[config.mk]
export PLATFORM = sky130hd
export DESIGN_NAME = imem_fetch_ctrl
export DESIGN_NICKNAME = d
export VERILOG_FILES = /design/src/rtl/imem_fetch_ctrl.sv
export SDC_FILE = /design/constraint.sdc
export NUM_CORES = 1
export LEC_CHECK = 0
export CAP_MARGIN = 15
export CORE_UTILIZATION = 58
export DETAILED_ROUTE_END_ITERATION = 10
export GPL_TIMING_DRIVEN = 0
export HOLD_SLACK_MARGIN = 0.08
export PLACE_DENSITY = 0.84
export SLEW_MARGIN = 15
export SYNTH_ARGS = -nofsm -noshare
export SYNTH_HDL_FRONTEND = slang
export SYNTH_SLANG_ARGS = --single-unit
[constraint.sdc]
create_clock -name clk -period 15.6 [get_ports clk]
set_input_delay 3.9 -clock clk [delete_from_list [all_inputs] [get_ports clk]]
set_output_delay 3.9 -clock clk [all_outputs]
set_load 0.01 [all_outputs]
[src/rtl/imem_fetch_ctrl.sv]
// Instruction-fetch sequencer: PC, 2-entry prefetch FIFO, redirect and start/stop.
// Optional stall counter output enabled by FETCH_STALL_CNT_EN.
module imem_fetch_ctrl #(
  parameter int N   = 32,
  parameter int AW  = 6,
  parameter int PCW = 64
) (
  input  logic           clk,
  input  logic           reset,
  input  logic           start,
  input  logic           stop,
  output logic [AW-1:0]  imem_addr,
  input  logic [N-1:0]   imem_q,
  input  logic           redirect_valid,
  input  logic [PCW-1:0] redirect_pc,
  output logic           out_valid,
  input  logic           out_ready,
  output logic [N-1:0]   out_instr,
  output logic [PCW-1:0] out_pc,
  output logic           busy
`ifdef FETCH_STALL_CNT_EN
  ,
  output logic [31:0]    stall_cnt
`endif
);

  typedef enum logic [1:0] {
    S_IDLE,
    S_RUN,
    S_DRAIN
  } state_e;

  state_e         state_q, state_d;
  logic [PCW-1:0] pc_q, pc_d;
  logic [1:0]     cnt_q, cnt_d;
  logic [N-1:0]   e0_instr_q, e0_instr_d;
  logic [N-1:0]   e1_instr_q, e1_instr_d;
  logic [PCW-1:0] e0_pc_q, e0_pc_d;
  logic [PCW-1:0] e1_pc_q, e1_pc_d;

  logic           pop;
  logic           push;
  logic [1:0]     cnt_pop;
  logic           unused_lo;

  assign unused_lo = ^redirect_pc[1:0];

  assign imem_addr = pc_q[AW+1:2];
  assign out_valid = (cnt_q != 2'd0);
  assign out_instr = e0_instr_q;
  assign out_pc    = e0_pc_q;
  assign busy      = (state_q != S_IDLE);

  // Entry 0 is always the head; pushes land in the first free slot after the pop.
  always_comb begin
    pc_d       = pc_q;
    e0_instr_d = e0_instr_q;
    e1_instr_d = e1_instr_q;
    e0_pc_d    = e0_pc_q;
    e1_pc_d    = e1_pc_q;

    pop     = out_valid && out_ready;
    push    = (state_q == S_RUN) && !redirect_valid
              && ((cnt_q != 2'd2) || pop);
    cnt_pop = cnt_q - {1'b0, pop};

    if (pop) begin
      e0_instr_d = e1_instr_q;
      e0_pc_d    = e1_pc_q;
    end

    if (push) begin
      if (cnt_pop == 2'd0) begin
        e0_instr_d = imem_q;
        e0_pc_d    = pc_q;
      end else begin
        e1_instr_d = imem_q;
        e1_pc_d    = pc_q;
      end
      pc_d = pc_q + PCW'(4);
    end

    cnt_d = cnt_pop + {1'b0, push};

    if (redirect_valid) begin
      cnt_d      = 2'd0;
      pc_d       = {redirect_pc[PCW-1:2], 2'b00};
      e0_instr_d = '0;
      e1_instr_d = '0;
      e0_pc_d    = '0;
      e1_pc_d    = '0;
    end
  end

  always_comb begin
    state_d = state_q;
    unique case (state_q)
      S_IDLE: begin
        if (start && !stop) state_d = S_RUN;
      end
      S_RUN: begin
        if (stop) state_d = S_DRAIN;
      end
      S_DRAIN: begin
        if (redirect_valid)       state_d = S_IDLE;
        else if (start && !stop)  state_d = S_RUN;
        else if (cnt_d == 2'd0)   state_d = S_IDLE;
      end
      default: state_d = S_IDLE;
    endcase
  end

  always_ff @(posedge clk or posedge reset) begin
    if (reset) begin
      state_q    <= S_IDLE;
      pc_q       <= '0;
      cnt_q      <= '0;
      e0_instr_q <= '0;
      e1_instr_q <= '0;
      e0_pc_q    <= '0;
      e1_pc_q    <= '0;
    end else begin
      state_q    <= state_d;
      pc_q       <= pc_d;
      cnt_q      <= cnt_d;
      e0_instr_q <= e0_instr_d;
      e1_instr_q <= e1_instr_d;
      e0_pc_q    <= e0_pc_d;
      e1_pc_q    <= e1_pc_d;
    end
  end

`ifdef FETCH_STALL_CNT_EN
  logic [31:0] stall_q, stall_d;

  always_comb begin
    stall_d = stall_q;
    if (start) begin
      stall_d = '0;
    end else if (out_valid && !out_ready && (stall_q != 32'hFFFF_FFFF)) begin
      stall_d = stall_q + 32'd1;
    end
  end

  always_ff @(posedge clk or posedge reset) begin
    if (reset) stall_q <= '0;
    else       stall_q <= stall_d;
  end

  assign stall_cnt = stall_q;
`endif

endmodule

==> flow_summary.json, run 1 <==
{
  "postCtsSetupBuffers": 0,
  "finalMaxSlewViolations": 0,
  "synth_top_flop_cell": "dfrtp_1",
  "reg2reg_depth": 11,
  "pin_count": 206,
  "final_common_cell": "nand2_1",
  "final_nets": 1803,
  "fmax_mhz": 129,
  "maxCapViolCount": 0,
  "fin_area_um2": 15800,
  "setup_viol": 0,
  "rr_endpoint": "out_instr[11]$_DFF_PP0_",
  "crit_path_max_fanout": 10,
  "overflow": 0,
  "via_count": 12400,
  "cts_tree": "built",
  "fin_tns_setup_ps": 0,
  "ys_ff_latch": 257,
  "wirelength_mm": 39.2,
  "cts_hold_buf": 0,
  "fp.coreArea_um2": 21000,
  "die_y_um": 149,
  "clock_sinks": 257,
  "yosys-top-cells-area": "dfrtp_1 52%, nand2_1 14%, a311oi_1 6.6%, a21oi_1 4.1%, nor2_1 3.6%",
  "drt_iter0_drc": 1364,
  "diodes": 0,
  "cp.required_ps": 16030,
  "postPlaceCellArea_um2": 14900,
  "place_inst": 1944,
  "power_leakage_nw": 6.24,
  "placementRows": 53,
  "min_period_ps": 7740,
  "syn_nets": 1570,
  "htreeDepth": 1,
  "synthesis.area_um2": 12500,
  "clock_skew_ps": 10.2,
  "drive_above_1_share": 0.0397,
  "buffer_ports.inserted": 202,
  "ctsResizeCount": 0,
  "regArea_um2": 6430,
  "synthArstFlopShare": 1.00,
  "grt_pass1_vias": 12000,
  "final_cell_mix": "457 x nand2_1, 257 x dfrtp_1, 202 x clkdlybuf4s50_1, 118 x nor2_1, 107 x clkbuf_1",
  "synth_enable_flop_cells": 0,
  "status": "completed",
  "place.gp.congestion": 0.946,
  "yosys.area.top_type": "dfrtp_1",
  "rsz0062_at_grt": "false",
  "power_density_nw_per_um2": 123,
  "grt_util_all_layers": 0.363,
  "fin_crit_sh": 0.496,
  "worstSetupStartpointType": "input pin",
  "path_clk_slew_ps": 60,
  "via_per_inst": 6.22,
  "syn_inst": 1465,
  "crit_path_end": "out_instr[11]$_DFF_PP0_",
  "multi_input_area_um2": 5480,
  "yosysTopAreaCellShare": 0.516,
  "routedWlPerCell_um": 19.7,
  "worst-setup-path-type": "in -> reg",
  "dp_hpwl_mm": 26.9,
  "die-area_um2": 22100,
  "clockBufferDepth": 3,
  "ys_seq_area_frac": 0.516,
  "cts-root-buf": "clkbuf_16",
  "ys_types": 55,
  "ys_warn_count": 0,
  "cp-end-kind": "flop",
  "crit_start": "out_ready",
  "start_util": 0.593,
  "ff2ff_setup_slack_ps": 11120,
  "clk_latency_ps": 540,
  "drcViolationCount": 0,
  "die_w_um": 149,
  "cts_buffers": 27,
  "syn2layout_area_growth_pct": 27.0,
  "antenna_found_initial": 0,
  "ant_nets": 0,
  "fill_cells": 1503,
  "hp-class": "reg -> reg",
  "peakVddDrop_v": 0.0000883,
  "r2r-start": "cnt_q[1]$_DFF_PP0_",
  "worst_pin_slew_ps": 1000,
  "maxSlewHeadroom": 0.328,
  "layout.cells.non_filler": 1990,
  "grt_pass1_wl_mm": 62.8,
  "hold_violations": 0,
  "crit_arrival_ps": 8170,
  "avgSynthCellArea_um2": 8.51,
  "grt_max_degree": 105,
  "dr.pass1.iters": 5
}
metal layers:
layer,track usage,part of all wire,up-vias
met3,0.0555,0.096,151
met2,0.554,0.45,789
met4,0.191,0.055,0
li1,-,-,5569
met5,0,0,-
met1,0.504,0.40,5869
critical path: stages:
cell and delay (ps):
clkdlybuf4s50_1 510, nand2_1 410, inv_2 280, clkbuf_1 470, ha_1 270, xnor2_1 130, nand3_1 470, clkbuf_1 810
clkbuf_1 500, nor2_1 120, a311oi_1 280
through the flow:
stage	hold slack (ps)	util	worst slack [ps]	total power, W
floorplan	481	-	4630	0.00104
global placement	498	0.706	1630	0.00124
detailed placement	499	0.709	7490	0.00126
CTS	508	0.753	8020	0.00193
global route	536	0.753	7730	0.00202
finish	502	0.753	7860	0.00194
state kept, by name, summed over array words and instances, names as in the netlist:
signal	count
e1_pc_q	63
state_q	2
cnt_q	2
pc_q	62
out_instr	32
e1_instr_q	32
out_pc	64
how the worst min path moves through the flow:
stage / cells past startpoint / start / to
floorplan: 2 / e1_pc_q[1]$_DFFE_PP0P_ / e1_pc_q[1]$_DFFE_PP0P_
CTS: 2 / e1_pc_q[1]$_DFFE_PP0P_ / e1_pc_q[1]$_DFFE_PP0P_
finish: 2 / e1_pc_q[1]$_DFFE_PP0P_ / e1_pc_q[1]$_DFFE_PP0P_
detailed placement: 2 / e1_pc_q[1]$_DFFE_PP0P_ / e1_pc_q[1]$_DFFE_PP0P_
global placement: 2 / e1_pc_q[1]$_DFFE_PP0P_ / e1_pc_q[1]$_DFFE_PP0P_
global route: 2 / e1_pc_q[30]$_DFFE_PP0P_ / e1_pc_q[30]$_DFFE_PP0P_
kinds of logic after synthesis:
kind of cell	count (synthesis)	share of synthesized area
xor gates and xnor gates	22	0.0155
buffers and inverters	140	0.0450
muxes	5	0.00422
adders and majority gates	3	0.00301
and+or+nand+nor	756	0.262
DFF	257	0.516
AOI/OAI and AO/OA	282	0.154
power breakdown:
group / internal [W] / switching [W] / total, W
registers: 0.000740 / 0.0000601 / 0.000800
logic: 0.000182 / 0.000277 / 0.000459
clock network: 0.000419 / 0.000263 / 0.000682
Yosys cell counts (6+ instances only):
library cell  count
a21oi_1         101
a311oi_1         94
a31oi_1           8
and2_1            8
and3_1           11
buf_1            10
buf_4             6
clkbuf_1        103
dfrtp_1         257
inv_1            15
nand2_1         457
nand3_1          47
nand4_1          36
nor2_1          118
nor3_1           19
nor4_1           15
o211ai_1         21
o21ai_0          30
or3_1             7
or4_1            15
xnor2_1          12
xor2_1           10
final cells by class:
type / instances / area share
buffer: 124 / 0.0316
clock buffer: 39 / 0.0506
clock inverter: 7 / 0.00877
inverter: 16 / 0.00427
multi-input combinational: 1068 / 0.346
sequential: 257 / 0.406
tap: 275 / 0.0217
timing repair buffer: 204 / 0.131
(Power assumes the default switching activity.)
==> run 2, diff against run 1 <==
--- a/config.mk
+++ b/config.mk
@@ -6,11 +6,11 @@
 export NUM_CORES = 1
 export LEC_CHECK = 0
 export CAP_MARGIN = 15
-export CORE_UTILIZATION = 58
+export CORE_UTILIZATION = 54
 export DETAILED_ROUTE_END_ITERATION = 10
 export GPL_TIMING_DRIVEN = 0
 export HOLD_SLACK_MARGIN = 0.08
-export PLACE_DENSITY = 0.84
+export PLACE_DENSITY = 0.79
 export SLEW_MARGIN = 15
 export SYNTH_ARGS = -nofsm -noshare
 export SYNTH_HDL_FRONTEND = slang
==> constraint.sdc (replaced) <==
create_clock -name clk -period 8.05 [get_ports clk]
set_input_delay 2.0125 -clock clk [delete_from_list [all_inputs] [get_ports clk]]
set_output_delay 2.0125 -clock clk [all_outputs]
set_load 0.01 [all_outputs]
==> run 2 against run 1 <==
Compared with the run above:
- die area increased by 7.3%
- first-iteration DRC count fell by 14%
- sequential share of layout area down 0.34 points
- core utilization is 4.8 points lower
- cell area is 0.85% higher
- routed wire length down 0.54%
- register-to-register slack lost 7600 ps
- largest power group unchanged
- highest routed layer unchanged
==> flow_summary.json, run 2 (synthesis gave the netlist of run 1 again) <==
{
  "status": "completed",
  "power_leakage_nw": 6.29,
  "maxCapViolCount": 0,
  "via_count": 12300,
  "dp_slack_ps": 1730,
  "setup_viol": 0,
  "peakVddDrop_v": 0.000156,
  "place.gp.congestion": 0.935,
  "rsz0062_at_grt": "false",
  "wirelength_mm": 39.0,
  "fin_crit_sh": 0.731,
  "worst_pin_slew_ps": 1090,
  "fp.coreArea_um2": 22600,
  "power_density_nw_per_um2": 237,
  "drcViolationCount": 0,
  "buffer_ports.inserted": 202,
  "worstSetupStartpointType": "input pin",
  "worst-setup-path-type": "in -> reg",
  "syn2layout_area_growth_pct": 28.1,
  "crit_arrival_ps": 6310,
  "ant_nets": 0,
  "clockBufferDepth": 3,
  "clk_latency_ps": 540,
  "cts_buffers": 27,
  "ctsResizeCount": 0,
  "grt_max_degree": 37,
  "routedWlPerCell_um": 19.4,
  "clock_skew_ps": 10.8,
  "antenna_found_initial": 1,
  "hp-class": "reg -> reg",
  "die_w_um": 154,
  "clock_sinks": 257,
  "crit_start": "out_ready",
  "die_y_um": 154,
  "dp_hpwl_mm": 27.9,
  "reg2reg_depth": 11,
  "r2r-start": "cnt_q[1]$_DFF_PP0_",
  "largest_reg_flops": 64,
  "drt_iter0_drc": 1171,
  "hold_violations": 0,
  "grt_util_all_layers": 0.335,
  "grt_pass1_vias": 11800,
  "fin_tns_setup_ps": 0,
  "cts_hold_buf": 0,
  "min_period_ps": 5880,
  "die-area_um2": 23700,
  "rr_endpoint": "out_instr[16]$_DFF_PP0_",
  "crit_path_max_fanout": 10,
  "grt_pass1_wl_mm": 62.8,
  "drive_above_1_share": 0.0447,
  "cts_tree": "built",
  "postCtsSetupBuffers": 0,
  "finalMaxSlewViolations": 0,
  "placementRows": 55,
  "overflow": 0,
  "pin_count": 206,
  "via_per_inst": 6.10,
  "crit_path_end": "out_instr[16]$_DFF_PP0_",
  "cts-root-buf": "clkbuf_16",
  "final_cell_mix": "457 x nand2_1, 257 x dfrtp_1, 202 x clkdlybuf4s50_1, 118 x nor2_1, 106 x clkbuf_1",
  "path_clk_slew_ps": 60,
  "cp.required_ps": 8470,
  "final_nets": 1809,
  "htreeDepth": 1,
  "cp-end-kind": "flop",
  "ff2ff_setup_slack_ps": 3520,
  "fmax_mhz": 170,
  "start_util": 0.551,
  "final_common_cell": "nand2_1",
  "final_util": 0.705,
  "maxSlewHeadroom": 0.266,
  "fin_ws_ps": 2170,
  "dr.pass1.iters": 5
}
## run 2: cell type report
class	instances	area (um2)
Fill cell	1763	6670
Sequential cell	257	6430
Multi-Input combinational cell	1068	5480
Timing Repair Buffer	210	2190
Clock buffer	38	797
Buffer	124	500
Tap cell	285	357
Clock inverter	10	153
Inverter	16	63.8
Antenna cell	1	2.50
## run 2: how the worst min path moves through the flow
stage | startpoint | endpoint | slack, ps | cells past startpoint
after floorplan | e1_pc_q[1]$_DFFE_PP0P_ | e1_pc_q[1]$_DFFE_PP0P_ | 480 | 2
after global placement | e1_pc_q[1]$_DFFE_PP0P_ | e1_pc_q[1]$_DFFE_PP0P_ | 500 | 2
after detailed placement | e1_pc_q[1]$_DFFE_PP0P_ | e1_pc_q[1]$_DFFE_PP0P_ | 510 | 2
after CTS | e1_pc_q[1]$_DFFE_PP0P_ | e1_pc_q[1]$_DFFE_PP0P_ | 520 | 2
after global routing | e1_pc_q[28]$_DFFE_PP0P_ | e1_pc_q[28]$_DFFE_PP0P_ | 530 | 2
final | e1_pc_q[1]$_DFFE_PP0P_ | e1_pc_q[1]$_DFFE_PP0P_ | 520 | 2
## run 2: critical path, stage by stage
cell and delay (ps):
clkdlybuf4s50_1 500, nand2_1 410, inv_2 300, clkbuf_1 490, ha_1 280, xnor2_1 140
nand3_1 480, clkbuf_1 830, clkbuf_1 470, nor2_1 100, a311oi_1 280
## run 2: power by group
part / switching (W) / internal [W] / leakage, nW
logic: 0.000537 / 0.000358 / 2.38
registers: 0.000117 / 0.00143 / 3.44
clock network: 0.000522 / 0.000813 / 0.470
total: 0.00118 / 0.00261 / 6.29
## run 2: per-stage QoR
stage / cells / power (W) / hold slack, ps / cell area, um2
global placement: 1952 / 0.00242 / 496 / 14800
finish: 2009 / 0.00378 / 518 / 16000
CTS: 2008 / 0.00377 / 517 / 16000
global route: 2009 / 0.00393 / 534 / 16000
floorplan: 1465 / 0.00202 / 481 / 12500
detailed placement: 1960 / 0.00245 / 508 / 15000
## run 2: metal layers
layer / track usage / wire length [um] / vias up
met2: 0.500 / 17300 / 675
met3: 0.0583 / 3470 / 127
met1: 0.464 / 16000 / 5847
met5: 0 / 0 / -
met4: 0.187 / 2270 / 0
li1: - / - / 5601
